[src/rtl/stopwatch_core_if.sv]
// ---------------------------------------------------------------------------
// stopwatch_core_if
// Bundles the control/tick inputs and the count outputs of stopwatch_core.
//   master : tick/control driver (clock divider, buttons), reads count outputs
//   slave  : the stopwatch core itself
// Signals:
//   tick_1hz, tick_adj   one-cycle enable pulses
//   adj, sel, adj_down   adjust-mode levels
//   pause_tgl, clear     one-cycle command pulses
//   seconds, minutes     current count (registered)
//   running, adjusting   run state and registered copy of adj
//   wrap                 one-cycle full-wrap pulse
// ---------------------------------------------------------------------------
interface stopwatch_core_if #(
  parameter int SEC_W = 6,
  parameter int MIN_W = 7
);
  logic             tick_1hz;
  logic             tick_adj;
  logic             adj;
  logic             sel;
  logic             adj_down;
  logic             pause_tgl;
  logic             clear;
  logic [SEC_W-1:0] seconds;
  logic [MIN_W-1:0] minutes;
  logic             running;
  logic             adjusting;
  logic             wrap;

  modport master (
    output tick_1hz, tick_adj, adj, sel, adj_down, pause_tgl, clear,
    input  seconds, minutes, running, adjusting, wrap
  );

  modport slave (
    input  tick_1hz, tick_adj, adj, sel, adj_down, pause_tgl, clear,
    output seconds, minutes, running, adjusting, wrap
  );
endinterface

[src/rtl/stopwatch_core.sv]
// ---------------------------------------------------------------------------
// stopwatch_core
// Minutes:seconds counter advanced by a 1 Hz enable tick, with per-field
// up/down adjust on an adjust-rate tick, pause toggle, clear and a one-cycle
// full-wrap pulse. All outputs are registered.
// Ports:
//   clk   system clock
//   rst   synchronous reset, active low
//   bus   stopwatch_core_if.slave (ticks/controls in, count/status out)
// ---------------------------------------------------------------------------
module stopwatch_core #(
  parameter int SEC_W   = 6,
  parameter int MIN_W   = 7,
  parameter int SEC_MAX = 59,
  parameter int MIN_MAX = 99
) (
  input  logic clk,
  input  logic rst,
  stopwatch_core_if.slave bus
);

  localparam logic [SEC_W-1:0] L_SEC_MAX = SEC_W'(SEC_MAX);
  localparam logic [MIN_W-1:0] L_MIN_MAX = MIN_W'(MIN_MAX);
  localparam logic [SEC_W-1:0] L_SEC_ONE = SEC_W'(1);
  localparam logic [MIN_W-1:0] L_MIN_ONE = MIN_W'(1);

  // Operating mode is a pure decode of adj/sel/running; the only state the
  // mode depends on is the running register.
  typedef enum logic [1:0] {
    MODE_COUNT,
    MODE_HOLD,
    MODE_ADJ_SEC,
    MODE_ADJ_MIN
  } mode_t;

  logic [SEC_W-1:0] r_seconds;
  logic [MIN_W-1:0] r_minutes;
  logic             r_running;
  logic             r_adjusting;
  logic             r_wrap;

  mode_t            w_mode;
  logic [SEC_W-1:0] w_seconds_next;
  logic [MIN_W-1:0] w_minutes_next;
  logic             w_running_next;
  logic             w_wrap_next;

  // State register
  always_ff @(posedge clk) begin
    if (!rst) begin
      r_seconds   <= '0;
      r_minutes   <= '0;
      r_running   <= 1'b1;
      r_adjusting <= 1'b0;
      r_wrap      <= 1'b0;
    end else begin
      r_seconds   <= w_seconds_next;
      r_minutes   <= w_minutes_next;
      r_running   <= w_running_next;
      r_adjusting <= bus.adj;
      r_wrap      <= w_wrap_next;
    end
  end

  // Mode decode
  always_comb begin
    w_mode = MODE_HOLD;
    if (bus.adj) begin
      w_mode = bus.sel ? MODE_ADJ_SEC : MODE_ADJ_MIN;
    end else if (r_running) begin
      w_mode = MODE_COUNT;
    end
  end

  // Next-state logic
  always_comb begin
    w_seconds_next = r_seconds;
    w_minutes_next = r_minutes;
    w_wrap_next    = 1'b0;
    // Pause toggles regardless of mode or clear; a new state set during
    // adjust only becomes visible once adj drops.
    w_running_next = r_running ^ bus.pause_tgl;

    if (bus.clear) begin
      w_seconds_next = '0;
      w_minutes_next = '0;
    end else begin
      unique case (w_mode)
        MODE_COUNT: begin
          if (bus.tick_1hz) begin
            if (r_seconds != L_SEC_MAX) begin
              w_seconds_next = r_seconds + L_SEC_ONE;
            end else begin
              w_seconds_next = '0;
              if (r_minutes != L_MIN_MAX) begin
                w_minutes_next = r_minutes + L_MIN_ONE;
              end else begin
                w_minutes_next = '0;
                w_wrap_next    = 1'b1;
              end
            end
          end
        end
        MODE_ADJ_SEC: begin
          // Field wraps within itself; no carry into minutes.
          if (bus.tick_adj) begin
            if (bus.adj_down) begin
              w_seconds_next = (r_seconds == '0) ? L_SEC_MAX : r_seconds - L_SEC_ONE;
            end else begin
              w_seconds_next = (r_seconds == L_SEC_MAX) ? '0 : r_seconds + L_SEC_ONE;
            end
          end
        end
        MODE_ADJ_MIN: begin
          if (bus.tick_adj) begin
            if (bus.adj_down) begin
              w_minutes_next = (r_minutes == '0) ? L_MIN_MAX : r_minutes - L_MIN_ONE;
            end else begin
              w_minutes_next = (r_minutes == L_MIN_MAX) ? '0 : r_minutes + L_MIN_ONE;
            end
          end
        end
        default: ; // MODE_HOLD: frozen
      endcase
    end
  end

  assign bus.seconds   = r_seconds;
  assign bus.minutes   = r_minutes;
  assign bus.running   = r_running;
  assign bus.adjusting = r_adjusting;
  assign bus.wrap      = r_wrap;

endmodule

[src/flat_wrapper.sv]
// flat-port wrapper written by rule: the top's interface ports become plain ports
module stopwatch_core_flat 
#(
  parameter int SEC_W   = 6,
  parameter int MIN_W   = 7,
  parameter int SEC_MAX = 59,
  parameter int MIN_MAX = 99
)
  (clk, rst, bus_tick_1hz, bus_tick_adj, bus_adj, bus_sel, bus_adj_down, bus_pause_tgl, bus_clear, bus_seconds, bus_minutes, bus_running, bus_adjusting, bus_wrap);
  stopwatch_core_if #(.SEC_W(SEC_W), .MIN_W(MIN_W)) bus_i ();
  input  logic clk;
  input  logic rst;
  input wire logic [$bits(bus_i.tick_1hz)-1:0] bus_tick_1hz;
  input wire logic [$bits(bus_i.tick_adj)-1:0] bus_tick_adj;
  input wire logic [$bits(bus_i.adj)-1:0] bus_adj;
  input wire logic [$bits(bus_i.sel)-1:0] bus_sel;
  input wire logic [$bits(bus_i.adj_down)-1:0] bus_adj_down;
  input wire logic [$bits(bus_i.pause_tgl)-1:0] bus_pause_tgl;
  input wire logic [$bits(bus_i.clear)-1:0] bus_clear;
  output wire logic [$bits(bus_i.seconds)-1:0] bus_seconds;
  output wire logic [$bits(bus_i.minutes)-1:0] bus_minutes;
  output wire logic [$bits(bus_i.running)-1:0] bus_running;
  output wire logic [$bits(bus_i.adjusting)-1:0] bus_adjusting;
  output wire logic [$bits(bus_i.wrap)-1:0] bus_wrap;
  assign bus_i.tick_1hz = bus_tick_1hz;
  assign bus_i.tick_adj = bus_tick_adj;
  assign bus_i.adj = bus_adj;
  assign bus_i.sel = bus_sel;
  assign bus_i.adj_down = bus_adj_down;
  assign bus_i.pause_tgl = bus_pause_tgl;
  assign bus_i.clear = bus_clear;
  assign bus_seconds = bus_i.seconds;
  assign bus_minutes = bus_i.minutes;
  assign bus_running = bus_i.running;
  assign bus_adjusting = bus_i.adjusting;
  assign bus_wrap = bus_i.wrap;
  stopwatch_core #(.SEC_W(SEC_W), .MIN_W(MIN_W), .SEC_MAX(SEC_MAX), .MIN_MAX(MIN_MAX)) u_core (.clk(clk), .rst(rst), .bus(bus_i));
endmodule
[config.mk]
export PLATFORM = sky130hd
export DESIGN_NAME = stopwatch_core_flat
export DESIGN_NICKNAME = d
export VERILOG_FILES = /design/src/rtl/stopwatch_core_if.sv /design/src/rtl/stopwatch_core.sv /design/src/flat_wrapper.sv
export SDC_FILE = /design/constraint.sdc
export NUM_CORES = 1
export LEC_CHECK = 0
export ABC_CLOCK_PERIOD_IN_PS = 1700
export CAP_MARGIN = 10
export CORE_ASPECT_RATIO = 1.75
export CORE_MARGIN = 1.5
export CORE_UTILIZATION = 43
export DETAILED_ROUTE_END_ITERATION = 10
export PLACE_DENSITY = 0.74
export SLEW_MARGIN = 25
export SYNTH_ARGS = -nofsm -noshare
export SYNTH_HDL_FRONTEND = slang
export SYNTH_SLANG_ARGS = --single-unit
[constraint.sdc]
create_clock -name clk -period 1.7 [get_ports clk]
set_input_delay 0.34 -clock clk [delete_from_list [all_inputs] [get_ports clk]]
set_output_delay 0.34 -clock clk [all_outputs]
set_load 0.1 [all_outputs]
==> impl_results.md <==
* #FFs+latches synth at 16
* CP max stage cell: clkdlybuf4s50_1
* Fin crit share at a little over nine tenths
* Setup-failing EPs final at 0
* Initial antenna violation count at 0
* Switching Share at between 30 and 40%
* Hold Fails Final Rpt at 0
* CTS tree: yes
* H-tree depth at 1
* Crit Path Category: in -> reg
* Fill cell count at ~210
* Max Slew Vio Count at 0
* Via/cell ratio at slightly above 6
* Power, Total at 0.000991 W
* Vias at 1360
* VDD IR max at ~330 uV
* DR WL/cell at 15.9 um
* Post-CTS Hold Buffers at 0
* Area growth from synthesis to layout at 53.7%
* Status: finished, final reports clean
* DRC Markers at 0
* Sw power at between 0.0003 and 0.0004 W
* Clock tree buffer depth at 2
* Wirelength, routed at ~3500 um
* # IOs at 25
* Clk_skew at 0.00479 ns
* First-pass DRT Iterations at 4
* Cell Pwr Density at 531 mW/mm2
* Internal power at 0.000690 W
* CTS sink count at 16
* CTS root buffer: clkbuf_8
* Footprint of the multi-input gates at ~850 um2
* Most frequent cells in the layout: nand2_1 (18), buf_12 (17), a21oi_1 (15), buf_4 (14), o21ai_0 (13)
* Fin crit period at 1.67 ns
* Max_cap viols at 0
* Post-CTS Resized at 2
* Leakage at between 0.6 and 0.7 nW
* Clock power share at 34.6%
* Post-synthesis sequential area ratio at 26.4%
* Synth Warn # at 0
* Post-DRT Antenna Nets at 0
* Startpoint types: input port
* Port Buffer Count at 24
* Drt initial violations at 30
* Post-Syn Nets at between 150 and 200
* Bufs and invs on worst path at 2
* RR Startpoint: u_core.bus.seconds[0]$_SDFFE_PP0P_
* Mapped Area at approximately 0.0012 mm2
* Cell count after synthesis at about 160
* Overflow left after global routing at 0
* Setup crit end kind: flop
* Skew-Pair Late Insertion Delay at around 0.25 ns
* Post-Layout Cell Count at 221
* Largest net degree at the start of global routing at 15
* First-pass GRT wire length at ~5800 um
* Worst Path Required at 1.84 ns
* Core ar. at ~0.0027 mm2
* Cell family with most CP delay: buffers and inverters
* Fraction of layout cells with a size suffix above 1 at between 30% and 40%
* Diode count at 0
* Critical path data arrival time at 1.81 ns
* Worst-margin pin slew at 0.333 ns
* Hold Startpoint: bus_adj
* Vias in the first global route at roughly 1300
* Most common cell after layout, fill and taps aside: nand2_1
* Max frequency at 0.598 GHz
* Max FO, Critical Path at 4
* Placed insts at 217
* Final Net Count at between 200 and 250
* DPL Wire Length at 2660 um
* Die X at between 40 and 50 um
* Seq pwr share at between 30% and 40%
* Combinational Power Share at 26.3%
* Synth cell types at 43
* Die Area at between 0.003 and 0.004 mm2
* Post-CTS Setup Repair Bufs at 0
* Total CTS buffers at 3
* Clock transition at path regs at approximately 0.07 ns
* Critical Path, Cell by Cell: clkdlybuf4s50_1 > buf_4 > and3_2 > mux2i_1 > o22ai_1 > a22oi_1 > nor2_1
* Gr usage total at 23.9%
* Mapped Avg Cell Area at about 7.5 um2
* Min-Delay Path Class: in -> reg
* Crit-path max cell delay at around 0.51 ns
* Row count at 25
* Rel. slew slack at 77.6%
* FF/Latch Area at about 370 um2
* Worst Setup SP: bus_sel
* Initial Util at a little under half
* Final GP Congestion at between 0.8 and 0.9
* Vert. Die Dim at around 73 um
==> Yosys cell counts (all sizes together) <==
cell | n | area (um2)
a22oi | 1 | 7.51
nand3 | 9 | 45.0
a2bb2oi | 1 | 8.76
and4b | 1 | 13.8
a211o | 1 | 8.76
dfxtp | 16 | 320
inv | 5 | 18.8
and2 | 3 | 21.3
or4 | 1 | 7.51
nor2b | 1 | 6.26
clkbuf | 2 | 8.75
o2111ai | 1 | 8.76
or3 | 1 | 6.26
a21oi | 15 | 75.1
nand2 | 18 | 67.6
mux2i | 1 | 10.0
nor4 | 2 | 18.8
ha | 6 | 75.1
and3 | 4 | 26.3
nor3 | 6 | 30.0
nor2 | 12 | 45.0
nand3b | 3 | 22.5
nand4 | 1 | 6.26
nor3b | 4 | 30.0
o211ai | 1 | 7.51
o21ai | 13 | 65.1
and3b | 4 | 35.0
a31o | 2 | 17.5
buf | 9 | 68.8
a211oi | 3 | 22.5
a31oi | 2 | 12.5
a311oi | 3 | 26.3
o31ai | 3 | 22.5
o22ai | 3 | 25.0
nand2b | 1 | 6.26
xnor2 | 2 | 17.5
==> flip-flops by register name, indices dropped and copies added, names as in the netlist <==
signal,count
u_core.bus.wrap,1
u_core.bus.running,1
u_core.bus.adjusting,1
u_core.bus.seconds,6
u_core.bus.minutes,7
==> metrics by stage <==
stage / setup TNS (ns) / worst slack, ns / hold WS, ns / instance area [um2] / utilization (%)
6_report: 0 / 0.0275 / 0.432 / 1870 / 69.4
5_1_grt: -0.0160 / -0.0160 / 0.464 / 1870 / 69.4
4_1_cts: 0 / 0.0159 / 0.527 / 1850 / 68.7
3_5_place_dp: -2.40 / -0.285 / 0.518 / 1790 / 66.4
3_3_place_gp: -1.82 / -0.205 / 0.511 / 1790 / 66.4
2_1_floorplan: -0.0762 / -0.0693 / 0.402 / 1310 / -
==> path summary, 6_finish.rpt <==
| check | endpoint | slack [ns] | depth (start not counted) |
|---|---|---|---|
| min | u_core.bus.adjusting$_SDFF_PN0_ | 0.43 | 2 |
| max | u_core.bus.seconds[3]$_SDFFE_PP0P_ | 0.03 | 7 |
| min reg2reg | u_core.bus.minutes[6]$_SDFFE_PP0P_ | 0.52 | 2 |
| max reg2reg | u_core.bus.minutes[4]$_SDFFE_PP0P_ | 0.10 | 6 |
==> cell families after synthesis <==
logic type / Yosys count / synth area share (%)
AOI/OAI and AO/OA: 49 / 25.3
muxes: 1 / 0.824
xor gates and xnor gates: 2 / 1.44
DFF: 16 / 26.4
adders and majority gates: 6 / 6.18
buffers and inverters: 16 / 7.93
and+or+nand+nor: 71 / 31.9
==> metal layers <==
metal,GRT usage (%),routed length (um)
met5,0,0
met4,15.8,165
met3,2.21,145
met2,44.6,1970
met1,24.0,1220
==> area by class of cell <==
type | count | area share (%)
timing repair buffer | 40 | 28.9
tap | 27 | 1.81
sequential | 16 | 19.6
inverter | 5 | 1.27
multi-input combinational | 129 | 45.5
clock buffer | 4 | 2.95
==> worst register-to-register path, cell delays in order (launching register included) <==
cell	delay, ns
dfxtp_4	0.42
ha_4	0.16
and4b_4	0.24
a31oi_1	0.08
buf_4	0.17
or3_1	0.34
a21oi_1	0.12
==> power groups by stage <==
| stage | clock, W | combinational [W] | sequential, W |
|---|---|---|---|
| floorplan | 0 | 0.0000978 | 0.000449 |
| global placement | 0 | 0.000248 | 0.000395 |
| detailed placement | 0 | 0.000252 | 0.000396 |
| CTS | 0.000353 | 0.000254 | 0.000388 |
| global route | 0.000370 | 0.000279 | 0.000389 |
| finish | 0.000342 | 0.000260 | 0.000388 |
Power figures use the tool's default switching activity.
